===== src/rtl/raster_ctrl_pkg.sv =====
// Shared types for the raster sequencer.
// State encodings and sticky error bit positions.
package raster_ctrl_pkg;

  typedef enum logic [1:0] {
    ST_IDLE      = 2'd0,
    ST_ACTIVE    = 2'd1,
    ST_WAIT_LINE = 2'd2
  } state_t;

  localparam int ERR_STRAY      = 0;
  localparam int ERR_SHORT_LINE = 1;
  localparam int ERR_ABORT      = 2;

endpackage


===== src/rtl/raster_counter.sv =====
// Column/row position counters for the raster sequencer.
// A clear and an increment in the same cycle yield 1.
module raster_counter #(
  parameter  int width  = 640,
  parameter  int height = 480,
  localparam int CW     = $clog2(width),
  localparam int RW     = $clog2(height)
) (
  input  logic          clk,
  input  logic          reset,
  input  logic          clr_col,
  input  logic          inc_col,
  input  logic          clr_row,
  input  logic          inc_row,
  output logic [CW-1:0] col,
  output logic [RW-1:0] row,
  output logic          last_col,
  output logic          last_row
);

  assign last_col = (col == CW'(width - 1));
  assign last_row = (row == RW'(height - 1));

  always_ff @(posedge clk) begin
    if (reset) begin
      col <= '0;
      row <= '0;
    end else begin
      col <= (clr_col ? '0 : col) + CW'(inc_col);
      row <= (clr_row ? '0 : row) + RW'(inc_row);
    end
  end

endmodule


===== src/rtl/raster_ctrl.sv =====
// Raster sequencer: frame/line tracking, shift gating,
// 3x3 window-centre tagging and sticky timing errors.
module raster_ctrl
  import raster_ctrl_pkg::*;
#(
  parameter  int width  = 640,
  parameter  int height = 480,
  localparam int CW     = $clog2(width),
  localparam int RW     = $clog2(height)
) (
  input  logic          clk,
  input  logic          reset,
  input  logic          en,
  input  logic          hsync,
  input  logic          vsync,
  input  logic          err_clr,
  output logic          shift_en,
  output logic          pix_valid,
  output logic          win_valid,
  output logic [CW-1:0] cx,
  output logic [RW-1:0] cy,
  output logic          line_done,
  output logic          frame_done,
  output logic [2:0]    err,
  output logic [1:0]    state
);

  state_t          st, nst;
  logic [CW-1:0]   col, pc;
  logic [RW-1:0]   row, pr;
  logic            last_col, last_row;
  logic            clr_col, inc_col;
  logic            clr_row, inc_row;
  logic            acc, ld, fd;
  logic [2:0]      eset;

  raster_counter #(
    .width  (width),
    .height (height)
  ) u_cnt (
    .clk      (clk),
    .reset    (reset),
    .clr_col  (clr_col),
    .inc_col  (inc_col),
    .clr_row  (clr_row),
    .inc_row  (inc_row),
    .col      (col),
    .row      (row),
    .last_col (last_col),
    .last_row (last_row)
  );

  // pc/pr hold the coordinates of the pixel accepted this cycle
  always_comb begin
    nst     = st;
    acc     = 1'b0;
    clr_col = 1'b0;
    inc_col = 1'b0;
    clr_row = 1'b0;
    inc_row = 1'b0;
    pc      = col;
    pr      = row;
    ld      = 1'b0;
    fd      = 1'b0;
    eset    = '0;
    if (vsync) begin
      eset[ERR_ABORT] = (st != ST_IDLE);
      nst     = ST_ACTIVE;
      clr_col = 1'b1;
      clr_row = 1'b1;
      acc     = en;
      inc_col = en;
      pc      = '0;
      pr      = '0;
    end else begin
      unique case (st)
        ST_ACTIVE: begin
          if (hsync && col != '0) begin
            eset[ERR_SHORT_LINE] = 1'b1;
            clr_col = 1'b1;
            if (last_row) begin
              nst     = ST_IDLE;
              clr_row = 1'b1;
            end else begin
              inc_row = 1'b1;
              acc     = en;
              inc_col = en;
              pc      = '0;
              pr      = row + RW'(1);
            end
          end else if (en) begin
            acc = 1'b1;
            if (last_col) begin
              ld      = 1'b1;
              clr_col = 1'b1;
              if (last_row) begin
                fd      = 1'b1;
                clr_row = 1'b1;
                nst     = ST_IDLE;
              end else begin
                inc_row = 1'b1;
                nst     = ST_WAIT_LINE;
              end
            end else begin
              inc_col = 1'b1;
            end
          end
        end
        ST_WAIT_LINE: begin
          if (hsync) begin
            nst     = ST_ACTIVE;
            clr_col = 1'b1;
            acc     = en;
            inc_col = en;
            pc      = '0;
          end else if (en) begin
            eset[ERR_STRAY] = 1'b1;
          end
        end
        default: ;
      endcase
    end
  end

  assign shift_en = acc & ~reset;
  assign state    = st;

  always_ff @(posedge clk) begin
    if (reset) begin
      st         <= ST_IDLE;
      pix_valid  <= 1'b0;
      win_valid  <= 1'b0;
      cx         <= '0;
      cy         <= '0;
      line_done  <= 1'b0;
      frame_done <= 1'b0;
      err        <= '0;
    end else begin
      st         <= nst;
      pix_valid  <= acc;
      win_valid  <= acc && pc >= CW'(2) && pr >= RW'(2);
      line_done  <= ld;
      frame_done <= fd;
      err        <= (err_clr ? 3'b000 : err) | eset;
      if (acc) begin
        cx <= pc - CW'(1);
        cy <= pr - RW'(1);
      end
    end
  end

endmodule


===== config.mk =====
export PLATFORM = sky130hd
export DESIGN_NAME = raster_ctrl
export DESIGN_NICKNAME = d
export VERILOG_FILES = /design/src/rtl/raster_ctrl_pkg.sv /design/src/rtl/raster_counter.sv /design/src/rtl/raster_ctrl.sv
export SDC_FILE = /design/constraint.sdc
export NUM_CORES = 1
export LEC_CHECK = 0
export CAP_MARGIN = 20
export CORE_MARGIN = 5
export CORE_UTILIZATION = 55
export CTS_CLUSTER_SIZE = 20
export DETAILED_ROUTE_END_ITERATION = 8
export GPL_TIMING_DRIVEN = 0
export PLACE_DENSITY = 0.79
export RECOVER_POWER = 100
export SETUP_SLACK_MARGIN = 0.15
export SYNTH_ARGS = -nofsm -noshare
export SYNTH_HDL_FRONTEND = slang
export SYNTH_SLANG_ARGS = --single-unit
export TNS_END_PERCENT = 100

===== constraint.sdc =====
create_clock -name clk -period 3.25 [get_ports clk]
set_clock_uncertainty 0.05 [all_clocks]
set_input_delay 0.65 -clock clk [delete_from_list [all_inputs] [get_ports clk]]
set_output_delay 0.65 -clock clk [all_outputs]
set_load 0.005 [all_outputs]

# Word-level counts from Yosys, hierarchy flattened
# Index checks and enable logic that the tools add are counted.
[totals]
output_inout_bits = 29
regBits = 47
elab_cells = 100
inputBits = 6
[op_classes]
reduce_logical = 11
n_addsub = 5
mux = 55
eq_ne = 12
bitwise_logic = 4
n_lt_le_gt_ge = 2
[ops]
columns = ["cell", "n"]
rows = [
  ["two-way mux 10 bit", 5],
  ["two-way mux 9 bit", 5],
  ["two-way mux 1 bit", 32],
  ["case mux 10 bit (2 select lines)", 1],
  ["two-way mux 2 bit", 7],
  ["inequality test 3 bit, second input constant", 4],
  ["inequality test 4 bit, second input constant", 3],
  ["adder 10 x 1 -> 10 bit", 1],
  ["equality test 10 bit, second input constant", 1],
  [">= comparator 10 x 2 -> 1 bit, second input constant", 1],
  ["AND reduction 5 bit", 2],
  ["nonzero test 10 bit", 1],
  ["subtractor 10 x 1 -> 10 bit, second input constant", 1],
  ["adder 9 x 1 -> 9 bit", 1],
  ["adder 9 x 1 -> 9 bit, second input constant", 1],
  ["equality test 9 bit, second input constant", 1],
  [">= comparator 9 x 2 -> 1 bit, second input constant", 1],
  ["subtractor 9 x 1 -> 9 bit, second input constant", 1],
  ["case mux 1 bit (2 select lines)", 3],
  ["case mux 2 bit (2 select lines)", 1],
  ["nonzero test 2 bit", 2],
  ["OR reduction 4 bit", 1],
  ["logical AND 1 bit", 3],
  ["two-way mux 3 bit", 1],
  ["8 further kinds", 9],
]

# Longest topological paths before layout
[depth]
ltp_word = 9
depth_mapped = 14
depth_no_buf = 12

# Modules after synthesis
# From an unflattened synthesis, not the netlist that was laid out.
[unflattened]
cells_unflattened = 385
hier_area_um2 = 3000.4
[modules_own_cells]
columns = ["mod", "n_inst", "seq_area_each_um2", "cells_each", "area_each_um2"]
rows = [
  ["raster_ctrl", 1, 560.5, 282, 2064.5],
  ["raster_counter", 1, 380.4, 103, 935.9],
]

# Worst setup path after synthesis
# No wires, ideal clock.
[synth_path]
kind = "reg2reg"
start = "reg u_cnt.col[4]"
end = "reg cx[8]"
setup_ps = 65
arrival_time_ps = 2865
slack_ps = 270
period_less_slack_ps = 2980
n_path_buf = 4
required_ps = 3135
path_stages_with_launch = 15
path_cell_list = "dfxtp_1 buf_6 or4_4 buf_6 nor3_2 o311a_1 clkbuf_1 nand2_1 ha_1 clkbuf_1 nand2_1 mux2i_1 a21oi_1 mux2i_1 nor2_1"
[synth_via]
elab_chain_len = 6
elab_cells_between_ends = 11
[synth_rtl]
columns = ["element", "line_no", "rtl"]
rows = [
  ["start, declared", "raster_counter.sv:15", "output logic [CW-1:0] col,"],
  ["start signal, assigned", "raster_counter.sv:29", "col <= (clr_col ? '0 : col) + CW'(inc_col);"],
  ["nonzero test 10 bit", "raster_ctrl.sv:78", "if (hsync && col != '0) begin"],
  ["logical AND 1 bit", "raster_ctrl.sv:78", ""],
  ["two-way mux 10 bit", "raster_ctrl.sv:78", ""],
  ["case mux 10 bit (2 select lines)", "raster_ctrl.sv:76", "unique case (st)"],
  ["two-way mux 10 bit", "raster_ctrl.sv:66", "if (vsync) begin"],
  ["subtractor 10 x 1 -> 10 bit", "raster_ctrl.sv:146", "cx <= pc - CW'(1);"],
  ["end signal, assigned", "raster_ctrl.sv:146", ""],
  ["end, declared", "raster_ctrl.sv:20", "output logic [CW-1:0] cx,"],
]
# Several ways; a longest one is shown, not always the timed one.
# A chain may end at the register's enable or synchronous reset.

# Worst setup path after layout
[layout_path]
start = "reg u_cnt.col[4]"
end = "reg u_cnt.row[3]"
[layout_via]
elab_chain_len = 8
elab_cells_between_ends = 15
[layout_rtl]
columns = ["element", "line_no", "rtl"]
rows = [
  ["equality test 10 bit", "raster_counter.sv:21", "assign last_col = (col == CW'(width - 1));"],
  ["two-way mux 1 bit", "raster_ctrl.sv:93", "if (last_col) begin"],
  ["two-way mux 1 bit", "raster_ctrl.sv:91", "end else if (en) begin"],
  ["two-way mux 1 bit", "raster_ctrl.sv:78", ""],
  ["two-way mux 1 bit", "raster_ctrl.sv:76", ""],
  ["two-way mux 1 bit", "raster_ctrl.sv:66", ""],
  ["two-way mux 9 bit", "raster_counter.sv:30", "row <= (clr_row ? '0 : row) + RW'(inc_row);"],
  ["adder 9 x 1 -> 9 bit (*)", "raster_counter.sv:30", ""],
  ["end signal, assigned", "raster_counter.sv:30", ""],
  ["end, declared", "raster_counter.sv:16", "output logic [RW-1:0] row,"],
]
# Mark *: on every way between the ends. The rest lies on a longest branch, timed or not.

==> metrics.md <==
| Metric | Value |
|---|---|
| Wire length on met1 | `3010 um` |
| Max incr delay on CP | `0.48 ns` |
| Number of distinct library cells after synthesis | `55` |
| Inserted Diodes | `0` |
| Class of the tightest hold or removal check | `register to register` |
| H-tree levels | `2` |
| Commonest register cell after synthesis | `sky130_fd_sc_hd__dfxtp_1` |
| Tightest Pin Transition | `0.598 ns` |
| Cell taking the most area after synthesis | `sky130_fd_sc_hd__dfxtp_1` |
| Max-slew headroom at the worst pin | `59.5%` |
| Total number of clock tree sinks | `47` |
| Final GP Congestion | `0.908` |
| Area delta synth->final | `24.3%` |
| Period minus WS final | `3.01 ns` |
| Leakage power of the design | `0.00136 uW` |
| Global-route wire length before repair | `11400 um` |
| Worst path slowest cell | `sky130_fd_sc_hd__or4_1` |
| # DRC | `0` |
| Detailed Route Iter0 Violations | `201` |
| Sequential fraction of the synthesis area | `33.9%` |
| Count of flip-flops with a built-in enable after synthesis | `0` |
| Clock tree from TritonCTS | `yes` |
| Post-detailed-route via-to-cell ratio | `5.75` |
| Syn. warnings | `0` |
| Clock-pin slew on the worst setup and hold paths | `0.09 ns` |
| Fraction of layout instances using a drive strength above 1 | `12.8%` |
| Clock latency of the later-clocked register in the worst-skew pair | `0.31 ns` |
| Detailed-route wire length | `6980 um` |
| Highest routed metal layer | `met4` |
| Number of endpoints failing setup at the final stage | `0` |
| Setup crit start kind | `register` |
| Largest voltage drop on the vdd net | `0.000283 V` |
| Nets | `399` |
| Critical Path, Cell by Cell | `buf_6 > or4_1 > buf_6 > o31ai_4 > buf_6 > a21oi_1 > a21oi_2 > and2_0 > ha_1 > nand3_1 > xor2_1 > a2111oi_0` |
| Power density relative to cell area | `375 mW/mm2` |
| Final worst path period share | `92.6%` |
| Maximum buffer depth of the clock tree | `2` |
| Status | `finished, final reports clean` |
| Fin Hold WS | `0.424 ns` |
| Root Buffer Master | `sky130_fd_sc_hd__clkbuf_8` |
| Critical path peak fanout | `9` |
| Routed len/inst | `15.5 um` |
| Largest delay share family, worst path | `compound AO/OA/AOI/OAI gates` |
| Endpoint arrival time on the critical path | `3.16 ns` |
| Area share of the largest cell type after synthesis | `33.9%` |
| Type of destination of the critical path | `register` |
| Total overflow reported by the global router | `0` |
| RSZ-0062 raised after global routing | `true` |
| Die ar. | `0.00657 mm2` |
| Post-synthesis area per instance | `8.30 um2` |
| Row count | `25` |
| All-layer global routing usage | `22.4%` |
| Highest attainable clock frequency | `0.332 GHz` |
| Met3 WL | `327 um` |
| Die Ht | `81.1 um` |
| Die boundary width | `81.1 um` |
| Cell types occupying the most area after synthesis | `sky130_fd_sc_hd__dfxtp_1 34%, sky130_fd_sc_hd__nor2_1 6.6%, sky130_fd_sc_hd__ha_1 5.4%, sky130_fd_sc_hd__xnor2_1 4.7%, sky130_fd_sc_hd__xor2_1 4.7%` |
| Number of global-route vias before repair | `2396` |
| Number of slew-limit violations in the final report | `0` |
| Synth async-reset ratio | `0%` |
| Mapped Area | `0.00278 mm2` |
| Vias post-DR | `2582` |
| Synthesized Nets | `353` |
| Pin count of the biggest net entering global routing | `15` |
| Fill count | `428` |
| Number of routed nets with antenna violations | `0` |
| Synth cell count leaders | `49 x sky130_fd_sc_hd__nor2_1, 47 x sky130_fd_sc_hd__dfxtp_1, 26 x sky130_fd_sc_hd__nand2_1` |
| Total instance count after detailed placement | `435` |
| Number of ports placed on the die boundary | `35` |
| Total buffers and inverters traversed by the critical path | `3` |
| Non-filler instance count after layout | `449` |
| Count of endpoints failing hold in the final timing report | `0` |
| Post-CTS Hold Fix Bufs | `0` |
| Number of maximum-capacitance constraint violations | `0` |
| Cell with the most instances after synthesis | `sky130_fd_sc_hd__nor2_1` |
| Number of buffers inserted during clock tree synthesis | `5` |
| Core region area | `0.00482 mm2` |
| Count of buffers inserted at the top-level ports | `33` |
| Required @ worst endpoint | `3.40 ns` |
| Critical Path Most Common Cell | `sky130_fd_sc_hd__buf_6` |
| HPWL after detailed placement | `5140 um` |
| Drt first pass iters | `4` |
| Startpoint-to-endpoint class of the critical path | `register to register` |
| Number of antenna violations at the first check in global routing | `0` |
| Initial cell density of the core | `57.7%` |
| Cell count after synthesis | `335` |
| Detailed-routed wire length on met2 | `3580 um` |
| Number of storage elements in the synthesis netlist | `47` |
-- per-layer routing --
layer / track usage, % / vias up
met5: 0 / -
met4: 7.09 / 0
met3: 3.44 / 5
met2: 38.1 / 55
met1: 29.2 / 1229
li1: - / 1293
-- placed cells by master (no fill, tap or decap), types with 6 or more instances in the layout --
master and n:
sky130_fd_sc_hd__a211oi_1 8, sky130_fd_sc_hd__a21oi_1 12, sky130_fd_sc_hd__a311oi_1 7, sky130_fd_sc_hd__buf_4 6, sky130_fd_sc_hd__clkbuf_1 13, sky130_fd_sc_hd__dfxtp_1 47, sky130_fd_sc_hd__dlygate4sd3_1 29, sky130_fd_sc_hd__ha_1 9
sky130_fd_sc_hd__inv_1 10, sky130_fd_sc_hd__nand2_1 26, sky130_fd_sc_hd__nand3_1 14, sky130_fd_sc_hd__nor2_1 48, sky130_fd_sc_hd__nor3_1 6, sky130_fd_sc_hd__o21ai_0 6, sky130_fd_sc_hd__xnor2_1 15, sky130_fd_sc_hd__xor2_1 15
-- path summary, 6_finish.rpt --
| path | startpoint | to | slack (ns) | depth (start not counted) |
|---|---|---|---|---|
| max | u_cnt.col[4]$_SDFF_PP0_ | u_cnt.row[3]$_SDFF_PP0_ | 0.24 | 12 |
| min reg2reg | cx[6]$_SDFFE_PP0P_ | cx[6]$_SDFFE_PP0P_ | 0.42 | 2 |
| max reg2reg | u_cnt.col[4]$_SDFF_PP0_ | u_cnt.row[3]$_SDFF_PP0_ | 0.24 | 12 |
| min | cx[6]$_SDFFE_PP0P_ | cx[6]$_SDFFE_PP0P_ | 0.42 | 2 |
-- repair_timing --
action | CTS | global route
endpoints found under the hold margin | 0 | 0
buffers inserted | 2 | 4
gates resized for setup | 9 | 31
pin swaps | 3 | 3
setup endpoints to repair | 16 | 21
-- power breakdown --
group | leakage [uW] | switching (uW) | internal, uW | total (uW)
clock network | 0.0000654 | 206 | 308 | 514
registers | 0.000383 | 12.4 | 598 | 611
logic | 0.000910 | 92.1 | 79.9 | 172
total | 0.00136 | 311 | 986 | 1300
-- layout make-up --
class	instances	area, um2	area share (%)
Buffer	22	113	3.26
Clock buffer	6	72.6	2.10
Clock inverter	2	60.1	1.74
Inverter	10	37.5	1.09
Multi-Input combinational cell	256	1770	51.3
Sequential cell	47	941	27.2
Tap cell	67	83.8	2.43
Timing Repair Buffer	39	374	10.8
-- worst min-delay path: stages (launching register included) --
cell and delay [ns]:
sky130_fd_sc_hd__dfxtp_1 0.32, sky130_fd_sc_hd__nand2b_1 0.06, sky130_fd_sc_hd__a21oi_1 0.06
-- per-stage QoR --
step | area, um2 | worst slack, ns | util (%) | power, uW | TNS [ns]
3_5_place_dp | 3190 | -0.278 | 66.3 | 796 | -2.16
4_1_cts | 3370 | 0.0735 | 70.0 | 1310 | 0
5_1_grt | 3450 | 0.0572 | 71.7 | 1350 | 0
6_report | 3450 | 0.241 | 71.7 | 1300 | 0
2_1_floorplan | 2780 | 0.270 | - | 716 | 0
3_3_place_gp | 3190 | -0.264 | 66.3 | 792 | -1.89
-- cells by family after synthesis --
group	count (synthesis)	synth area share, %
compound gates	64	18.0
xor+xnor	30	9.46
fa+ha+maj	12	5.40
buf+inv	32	5.13
flops	47	33.9
mux	3	1.08
simple gates	147	27.1
-- registers in the layout, indices dropped and copies added (netlist names) --
name        flops
cx             10
u_cnt.col      10
cy              9
u_cnt.row       9
err             3
state           2
frame_done      1
line_done       1
pix_valid       1
win_valid       1
No activity file was read; power rests on OpenSTA's default activity.
